$ cat config.mk
export PLATFORM = sky130hd
export DESIGN_NAME = fp_compare_pipe
export DESIGN_NICKNAME = d
export VERILOG_FILES = /design/src/rtl/fp_compare_pipe.sv
export SDC_FILE = /design/constraint.sdc
export NUM_CORES = 1
export LEC_CHECK = 0
export CORE_AREA = 2 2 77 79
export DETAILED_ROUTE_END_ITERATION = 7
export DIE_AREA = 0 0 79 81
export GPL_ROUTABILITY_DRIVEN = 0
export SLEW_MARGIN = 40
export SYNTH_ARGS = -nofsm -noshare
export SYNTH_HDL_FRONTEND = slang
export SYNTH_SLANG_ARGS = --single-unit
$ cat constraint.sdc
create_clock -name clk -period 1.34 [get_ports clk]
set_clock_uncertainty 0.2 [all_clocks]
set_input_delay 0.268 -clock clk [delete_from_list [all_inputs] [get_ports clk]]
set_output_delay 0.268 -clock clk [all_outputs]
set_load 0.01 [all_outputs]
$ cat src/rtl/fp_compare_pipe.sv
// ============================================================================
// fp_compare_pipe : two-stage elastic three-way sign-magnitude comparator
// Revision        : 1.0
// ============================================================================
`default_nettype none

module fp_compare_pipe #(
  parameter int EXP_W = 4,
  parameter int MAN_W = 8,
  parameter int W     = 1 + EXP_W + MAN_W
) (
  input  logic         clk,
  input  logic         rst_n,
  input  logic         in_valid,
  output logic         in_ready,
  input  logic [W-1:0] a,
  input  logic [W-1:0] b,
  input  logic         abs_mode,
  output logic         out_valid,
  input  logic         out_ready,
  output logic         gt,
  output logic         eq,
  output logic         lt,
  output logic [15:0]  cmp_count
);

  localparam int M_W = EXP_W + MAN_W;

  logic [M_W-1:0] mag_a, mag_b;
  assign mag_a = a[M_W-1:0];
  assign mag_b = b[M_W-1:0];

  logic s2_free, s1_load, s1_adv;

  logic s1_valid_q, s1_valid_d;
  logic s1_sign_a_q, s1_sign_a_d;
  logic s1_sign_b_q, s1_sign_b_d;
  logic s1_zero_a_q, s1_zero_a_d;
  logic s1_zero_b_q, s1_zero_b_d;
  logic s1_mag_gt_q, s1_mag_gt_d;
  logic s1_mag_eq_q, s1_mag_eq_d;
  logic s1_abs_q,    s1_abs_d;

  logic        out_valid_q, out_valid_d;
  logic        gt_q, gt_d;
  logic        eq_q, eq_d;
  logic        lt_q, lt_d;
  logic [15:0] cmp_count_q, cmp_count_d;

  logic res_gt, res_eq, res_lt, mag_lt;

  always_comb begin
    s2_free  = !out_valid_q || out_ready;
    in_ready = !s1_valid_q || s2_free;
    s1_load  = in_valid && in_ready;
    s1_adv   = s1_valid_q && s2_free;
  end

  // Stage 1: magnitude compare on the raw operands, sign info kept for stage 2
  always_comb begin
    s1_valid_d  = s1_load || (s1_valid_q && !s1_adv);
    s1_sign_a_d = s1_sign_a_q;
    s1_sign_b_d = s1_sign_b_q;
    s1_zero_a_d = s1_zero_a_q;
    s1_zero_b_d = s1_zero_b_q;
    s1_mag_gt_d = s1_mag_gt_q;
    s1_mag_eq_d = s1_mag_eq_q;
    s1_abs_d    = s1_abs_q;
    if (s1_load) begin
      s1_sign_a_d = a[W-1];
      s1_sign_b_d = b[W-1];
      s1_zero_a_d = (mag_a == '0);
      s1_zero_b_d = (mag_b == '0);
      s1_mag_gt_d = (mag_a > mag_b);
      s1_mag_eq_d = (mag_a == mag_b);
      s1_abs_d    = abs_mode;
    end
  end

  always_comb begin
    res_gt = 1'b0;
    res_eq = 1'b0;
    res_lt = 1'b0;
    mag_lt = !s1_mag_gt_q && !s1_mag_eq_q;
    if (s1_abs_q) begin
      res_gt = s1_mag_gt_q;
      res_eq = s1_mag_eq_q;
      res_lt = mag_lt;
    end else if (s1_zero_a_q && s1_zero_b_q) begin
      res_eq = 1'b1;
    end else if (s1_sign_a_q != s1_sign_b_q) begin
      // a signed zero only reaches here against a non-zero, so sign alone decides
      res_gt = !s1_sign_a_q;
      res_lt = s1_sign_a_q;
    end else if (!s1_sign_a_q) begin
      res_gt = s1_mag_gt_q;
      res_eq = s1_mag_eq_q;
      res_lt = mag_lt;
    end else begin
      res_gt = mag_lt;
      res_eq = s1_mag_eq_q;
      res_lt = s1_mag_gt_q;
    end
  end

  // Stage 2: results are forced low whenever the slot empties
  always_comb begin
    out_valid_d = out_valid_q;
    gt_d        = gt_q;
    eq_d        = eq_q;
    lt_d        = lt_q;
    cmp_count_d = cmp_count_q;
    if (s2_free) begin
      out_valid_d = s1_valid_q;
      gt_d        = s1_valid_q && res_gt;
      eq_d        = s1_valid_q && res_eq;
      lt_d        = s1_valid_q && res_lt;
    end
    if (out_valid_q && out_ready) begin
      cmp_count_d = cmp_count_q + 16'd1;
    end
  end

  always_ff @(posedge clk or negedge rst_n) begin
    if (!rst_n) begin
      s1_valid_q  <= 1'b0;
      s1_sign_a_q <= 1'b0;
      s1_sign_b_q <= 1'b0;
      s1_zero_a_q <= 1'b0;
      s1_zero_b_q <= 1'b0;
      s1_mag_gt_q <= 1'b0;
      s1_mag_eq_q <= 1'b0;
      s1_abs_q    <= 1'b0;
      out_valid_q <= 1'b0;
      gt_q        <= 1'b0;
      eq_q        <= 1'b0;
      lt_q        <= 1'b0;
      cmp_count_q <= 16'd0;
    end else begin
      s1_valid_q  <= s1_valid_d;
      s1_sign_a_q <= s1_sign_a_d;
      s1_sign_b_q <= s1_sign_b_d;
      s1_zero_a_q <= s1_zero_a_d;
      s1_zero_b_q <= s1_zero_b_d;
      s1_mag_gt_q <= s1_mag_gt_d;
      s1_mag_eq_q <= s1_mag_eq_d;
      s1_abs_q    <= s1_abs_d;
      out_valid_q <= out_valid_d;
      gt_q        <= gt_d;
      eq_q        <= eq_d;
      lt_q        <= lt_d;
      cmp_count_q <= cmp_count_d;
    end
  end

  assign out_valid = out_valid_q;
  assign gt        = gt_q;
  assign eq        = eq_q;
  assign lt        = lt_q;
  assign cmp_count = cmp_count_q;

endmodule

`default_nettype wire

### Yosys cells after proc, flatten, opt, wreduce, memory -nomap -nowiden

Index checks and enable logic that the tools add are counted.

| storage, ports and cells | value |
|---|---|
| register bits after elaboration | 28 |
| input bits | 31 |
| output and inout bits | 21 |
| logic and storage cells | 48 |

| operators by class | value |
|---|---|
| add/subtract/negate cells | 1 |
| $lt $le $gt $ge | 1 |
| equality and inequality tests | 2 |
| multiplexer cells | 11 |
| reductions and logical operators | 20 |

Operator list:

| kind | number |
|---|---|
| zero test 12 bit | 2 |
| adder 16 x 1 -> 16 bit (second input constant) | 1 |
| equality test 12 bit | 1 |
| > comparator 12 bit | 1 |
| 2-to-1 mux 1 bit | 11 |
| logical AND 1 bit | 9 |
| zero test 1 bit | 6 |
| logical OR 1 bit | 3 |
| inequality test 1 bit | 1 |

### Depth between registers and ports, before layout

| logic depth | value |
|---|---|
| depth after elaboration | 7 |
| gate-level depth with buffers | 6 |
| mapped depth without buffers | 6 |

### Worst setup path after synthesis

No wires, ideal clock.

| timing path | value |
|---|---|
| kind | input port to flip-flop |
| start | input b[10] |
| end | register s1_mag_gt_q |
| library setup time | 0.124 ns |
| data arrival time | 1.267 ns |
| required time | 1.016 ns |
| slack | -0.251 ns |
| cell stages on the path | 6 |
| path buffers | 0 |
| cell sequence | inv_1 > ha_1 > a21oi_1 > nand2_1 > a211o_1 > o31a_1 |

| between the ends | value |
|---|---|
| cells in the longest elaborated chain, start to end | 1 |

RTL lines:

| what | line | source |
|---|---|---|
| start: declaration | 17 | `input logic [W-1:0] b,` |
| > comparator 12 bit | 74 | `s1_mag_gt_d = (mag_a > mag_b);` |
| end signal: assignment | 145 | `s1_mag_gt_q <= s1_mag_gt_d;` |
| end: declaration | 40 | `logic s1_mag_gt_q, s1_mag_gt_d;` |

Every way passes these cells.
A chain may end at the register's enable or synchronous reset.

### Final worst setup path

| timing path | value |
|---|---|
| start | register out_valid_q, in the netlist out_valid |
| end | register s1_mag_gt_q |

| between the ends | value |
|---|---|
| cells in the longest elaborated chain, start to end | 4 |

RTL lines:

| what | line | source |
|---|---|---|
| start: declaration | 44 | `logic out_valid_q, out_valid_d;` |
| start signal: assignment | 148 | `out_valid_q <= out_valid_d;` |
| zero test 1 bit | 53 | `s2_free = !out_valid_q \|\| out_ready;` |
| logical OR 1 bit | 53 |  |
| logical OR 1 bit | 54 | `in_ready = !s1_valid_q \|\| s2_free;` |
| logical AND 1 bit | 55 | `s1_load = in_valid && in_ready;` |

Every way passes these cells.

==> tab_implementation.tex <==
\begin{tabular}{lr}
\hline
Metric & Value \\
\hline
\multicolumn{2}{l}{\textbf{Run status}} \\
\quad Outcome & complete, but fails checks \\
\quad Violations in the final reports & setup timing \\
\multicolumn{2}{l}{\textbf{Floorplan}} \\
\quad Die width & 79 um \\
\quad Effective utilization at floorplan & 0.282 \\
\quad I/O pin cnt & 52 \\
\quad Height of the chip & 81 um \\
\quad Row count & 28 \\
\quad Area of the die & 6400 um\^{}2 \\
\quad Floorplan Core Area & 5680 um\^{}2 \\
\multicolumn{2}{l}{\textbf{Critical path}} \\
\quad Biggest cell delay along the critical path & 0.43 ns \\
\quad Cell with the most instances on the worst path & sky130\_fd\_sc\_hd\_\_buf\_6 \\
\quad Arrival time at the worst endpoint & 1.51 ns \\
\quad Startpoint of the lowest-slack register-to-register path & out\_valid \\
\quad Worst path slowest cell & sky130\_fd\_sc\_hd\_\_dfrtp\_2 \\
\quad Worst setup EP type & flop \\
\quad Required time worst endpoint & 1.31 ns \\
\quad Series of cell instances along the critical path & buf\_6 > nand3b\_4 > buf\_6 > nand2\_4 > a211o\_1 > o31a\_1 \\
\quad Worst setup startpoint & out\_valid \\
\quad Largest driver fanout on the critical path & 3 \\
\quad CP startpoint kind & flop \\
\quad Critical path class & reg2reg \\
\multicolumn{2}{l}{\textbf{Clock tree}} \\
\quad Clock-pin transition on the worst setup and hold timing paths & 0.09 ns \\
\quad Master cell of the clock root buffer & sky130\_fd\_sc\_hd\_\_clkbuf\_8 \\
\quad Total clock buffers created by CTS & 3 \\
\quad Sinks on the clock net & 28 \\
\quad CTS tree & yes \\
\quad Max Buffers Root-to-Sink & 2 \\
\quad Clock Latency Late Sink & 0.27 ns \\
\quad CTS HTree Levels & 1 \\
\quad CTS hold repair buffers & 0 \\
\multicolumn{2}{l}{\textbf{Cells and area}} \\
\quad Number of fillers in the final layout & 560 \\
\quad Most common library cell in the layout ignoring fill and taps & sky130\_fd\_sc\_hd\_\_buf\_4 \\
\quad ANT cells & 0 \\
\quad Signed area change from the synthesized netlist to the final layout & 83.2\% \\
\quad Fraction of layout cells with a size suffix above 1 & 0.524 \\
\quad Highest-count cells in the layout ignoring fill and taps & 49 x sky130\_fd\_sc\_hd\_\_buf\_4, 26 x sky130\_fd\_sc\_hd\_\_dfrtp\_1, 23 x sky130\_fd\_sc\_hd\_\_dlygate4sd2\_1 \\
\quad Number of nets in the layout & 318 \\
\multicolumn{2}{l}{\textbf{Timing}} \\
\quad Transition time at the pin with the least slew margin & 0.334 ns \\
\quad Max-slew violation total from the final report & 0 \\
\quad Max frequency & 648 MHz \\
\quad Worst slew slack as a fraction of its limit & 0.775 \\
\quad Fraction of the cycle the final worst path needs & 1.15 \\
\quad Total negative slack & -3.16 ns \\
\quad Unrepaired setup endpoints after global routing & yes \\
\quad Final period demand of the worst path & 1.54 ns \\
\quad Post-route setup slack & -0.203 ns \\
\quad Number of failing hold endpoints at the final stage & 0 \\
\quad Setup violation total in the final timing report & 26 \\
\multicolumn{2}{l}{\textbf{Synth}} \\
\quad Syn Nets & 197 \\
\quad Synthesis Warnings & 0 \\
\quad Post-synthesis mux area share & 0.0281 \\
\quad Dominant combinational cell family by area after synthesis & simple AND/OR/NAND/NOR gates \\
\quad Xor/xnor share of the synthesized area & 0.0875 \\
\quad Compound-gate portion of the synthesized area & 0.0953 \\
\quad Fraction of the mapped netlist area in simple logic gates & 0.217 \\
\quad Main area contributors after synthesis & sky130\_fd\_sc\_hd\_\_dfrtp\_1 44\%, sky130\_fd\_sc\_hd\_\_ha\_1 10\%, sky130\_fd\_sc\_hd\_\_xnor2\_1 4.4\% \\
\quad Post-synth top area cell & sky130\_fd\_sc\_hd\_\_dfrtp\_1 \\
\quad Sequential cell area fraction in the yosys report & 0.438 \\
\quad Library cells used by synthesis & 34 \\
\quad Synthesis-stage register bit count & 28 \\
\quad Per-instance average area after synthesis & 10.5 um\^{}2 \\
\quad Cell count after synthesis & 153 \\
\quad Area share of the largest cell type after synthesis & 0.438 \\
\quad Combined area of all synthesized cells & 1600 um\^{}2 \\
\quad Adder and majority cell fraction of the synthesized area & 0.102 \\
\multicolumn{2}{l}{\textbf{Route}} \\
\quad Wire length per cell after detailed routing & 12.1 um \\
\quad Iteration count of the initial detailed-routing pass & 4 \\
\quad Mean number of vias per cell & 4.48 \\
\quad DRC viols & 0 \\
\quad Number of nets still failing antenna checks after routing & 0 \\
\quad Drt first-iter violations & 36 \\
\quad Final Routed Wirelength & 4.22 mm \\
\quad Number of vias after detailed routing & 1558 \\
\multicolumn{2}{l}{\textbf{Global routing}} \\
\quad Antenna violations before repair & 0 \\
\quad Pin count of the biggest net entering global routing & 29 \\
\quad Via count of the first global-routing pass & 1614 \\
\quad First-pass GRT wire length & 7.06 mm \\
\quad GRT Total Usage & 0.140 \\
\quad Grt total ovfl & 0 \\
\multicolumn{2}{l}{\textbf{Power}} \\
\quad Static leakage power & 1.47 nW \\
\quad Power after layout & 2.99 mW \\
\quad Highest ir drop seen on vdd & 758 uV \\
\quad Pwr per Cell Area & 1020 nW/um\^{}2 \\
\multicolumn{2}{l}{\textbf{Placed design}} \\
\quad Port Buf Inserts & 51 \\
\quad Half-perimeter wire length after detailed placement & 3.16 mm \\
\multicolumn{2}{l}{\textbf{Flow run}} \\
\quad Number of max-cap violations & 0 \\
\multicolumn{2}{l}{\textbf{Worst hold path}} \\
\quad Hold Crit Start & b[1] \\
\quad Worst min-delay path class & in2reg \\
\hline
\end{tabular}
layer usage:
| layer | part of all wire | vias up | track usage |
|---|---|---|---|
| li1 | - | 791 | - |
| met4 | 0.017 | 0 | 0.0310 |
| met2 | 0.51 | 50 | 0.270 |
| met5 | 0 | - | 0 |
| met1 | 0.40 | 711 | 0.153 |
| met3 | 0.079 | 6 | 0.0356 |
registers in the layout, summed over array words and instances (netlist names):
name / count
s1_mag_gt_q: 1
s1_zero_a_q: 1
eq: 1
s1_sign_a_q: 1
s1_abs_q: 1
s1_mag_eq_q: 1
s1_zero_b_q: 1
s1_valid_q: 1
out_valid: 1
gt: 1
lt: 1
cmp_count: 16
s1_sign_b_q: 1
final cells by class:
cell class                      instances  area [um^2]  area share
Clock buffer                            4         55.1      0.0188
Inverter                               14         52.6      0.0179
Multi-Input combinational cell        111         1070       0.365
Sequential cell                        28          703       0.240
Tap cell                               75         93.8      0.0320
Timing Repair Buffer                  116          960       0.327
timing repair:
action                     CTS  global route
setup buffers               17             5
resized for setup          151            25
setup endpoints to repair   45            31
pin swaps                   31            12
kinds of logic (layout without fill, tap and decap cells):
group | after synthesis | after routing
buffers and inverters | 14 | 134
AOI/OAI and AO/OA | 23 | 23
adders and majority gates | 13 | 13
and+or+nand+nor | 55 | 55
muxes | 4 | 4
xor gates and xnor gates | 16 | 16
DFF | 28 | 28
report_power, final:
group | total [mW] | internal (mW) | switching [mW] | leakage, nW
clock | 0.523 | 0.263 | 0.259 | 0.0288
sequential | 1.09 | 0.976 | 0.110 | 0.360
combinational | 1.38 | 0.853 | 0.525 | 1.08
Yosys cell counts:
cell type / instances
sky130_fd_sc_hd__a41oi_1: 1
sky130_fd_sc_hd__o21ai_0: 6
sky130_fd_sc_hd__xor2_1: 8
sky130_fd_sc_hd__a21oi_1: 5
sky130_fd_sc_hd__nand4_1: 6
sky130_fd_sc_hd__nor2_1: 5
sky130_fd_sc_hd__and2b_2: 1
sky130_fd_sc_hd__nand2_1: 14
sky130_fd_sc_hd__nand3_2: 1
sky130_fd_sc_hd__nor4_1: 7
sky130_fd_sc_hd__o211ai_1: 3
sky130_fd_sc_hd__o31a_1: 1
sky130_fd_sc_hd__nand3_1: 6
sky130_fd_sc_hd__and3_1: 3
sky130_fd_sc_hd__or2_2: 1
sky130_fd_sc_hd__a21boi_0: 2
sky130_fd_sc_hd__ha_1: 13
sky130_fd_sc_hd__nand2b_1: 1
sky130_fd_sc_hd__nor3_2: 2
sky130_fd_sc_hd__a32o_1: 1
sky130_fd_sc_hd__a21o_1: 2
sky130_fd_sc_hd__a211o_1: 1
sky130_fd_sc_hd__nand2_4: 1
sky130_fd_sc_hd__and4_4: 1
sky130_fd_sc_hd__nor3b_1: 1
sky130_fd_sc_hd__nor2b_1: 1
sky130_fd_sc_hd__mux2_2: 4
sky130_fd_sc_hd__a22o_1: 1
sky130_fd_sc_hd__nand4_4: 1
sky130_fd_sc_hd__nand3b_4: 1
sky130_fd_sc_hd__and4_1: 2
sky130_fd_sc_hd__dfrtp_1: 28
sky130_fd_sc_hd__xnor2_1: 8
sky130_fd_sc_hd__inv_1: 14
worst max-delay path: cells and delay by family (launching register included):
| kind | cells | cell delay [ns] |
|---|---|---|
| and+or+nand+nor | 2 | 0.12 |
| AOI/OAI and AO/OA | 2 | 0.46 |
| DFF | 1 | 0.43 |
| buffers and inverters | 2 | 0.23 |
metrics by stage:
stage,utilization,cells,cell area (um^2),setup WS [ns],hold slack [ns]
3_5_place_dp,0.458,323,2600,-0.752,0.270
6_report,0.517,348,2930,-0.203,0.107
4_1_cts,0.498,343,2830,-0.189,0.113
3_3_place_gp,0.458,323,2600,-0.709,0.259
2_1_floorplan,-,153,1650,-0.148,-0.228
5_1_grt,0.517,348,2930,-0.256,0.113
worst paths after layout:
kind                       slack, ns           end  cells past startpoint
min in group asynchronous       0.14  cmp_count[5]                      2
max in group asynchronous       0.63     out_valid                      2
hold / removal                  0.11   s1_zero_b_q                      4
hold reg to reg                 0.32   s1_zero_b_q                      2
setup reg to reg               -0.20   s1_mag_gt_q                      6
setup / recovery               -0.20   s1_mag_gt_q                      6
(Power assumes the default switching activity.)
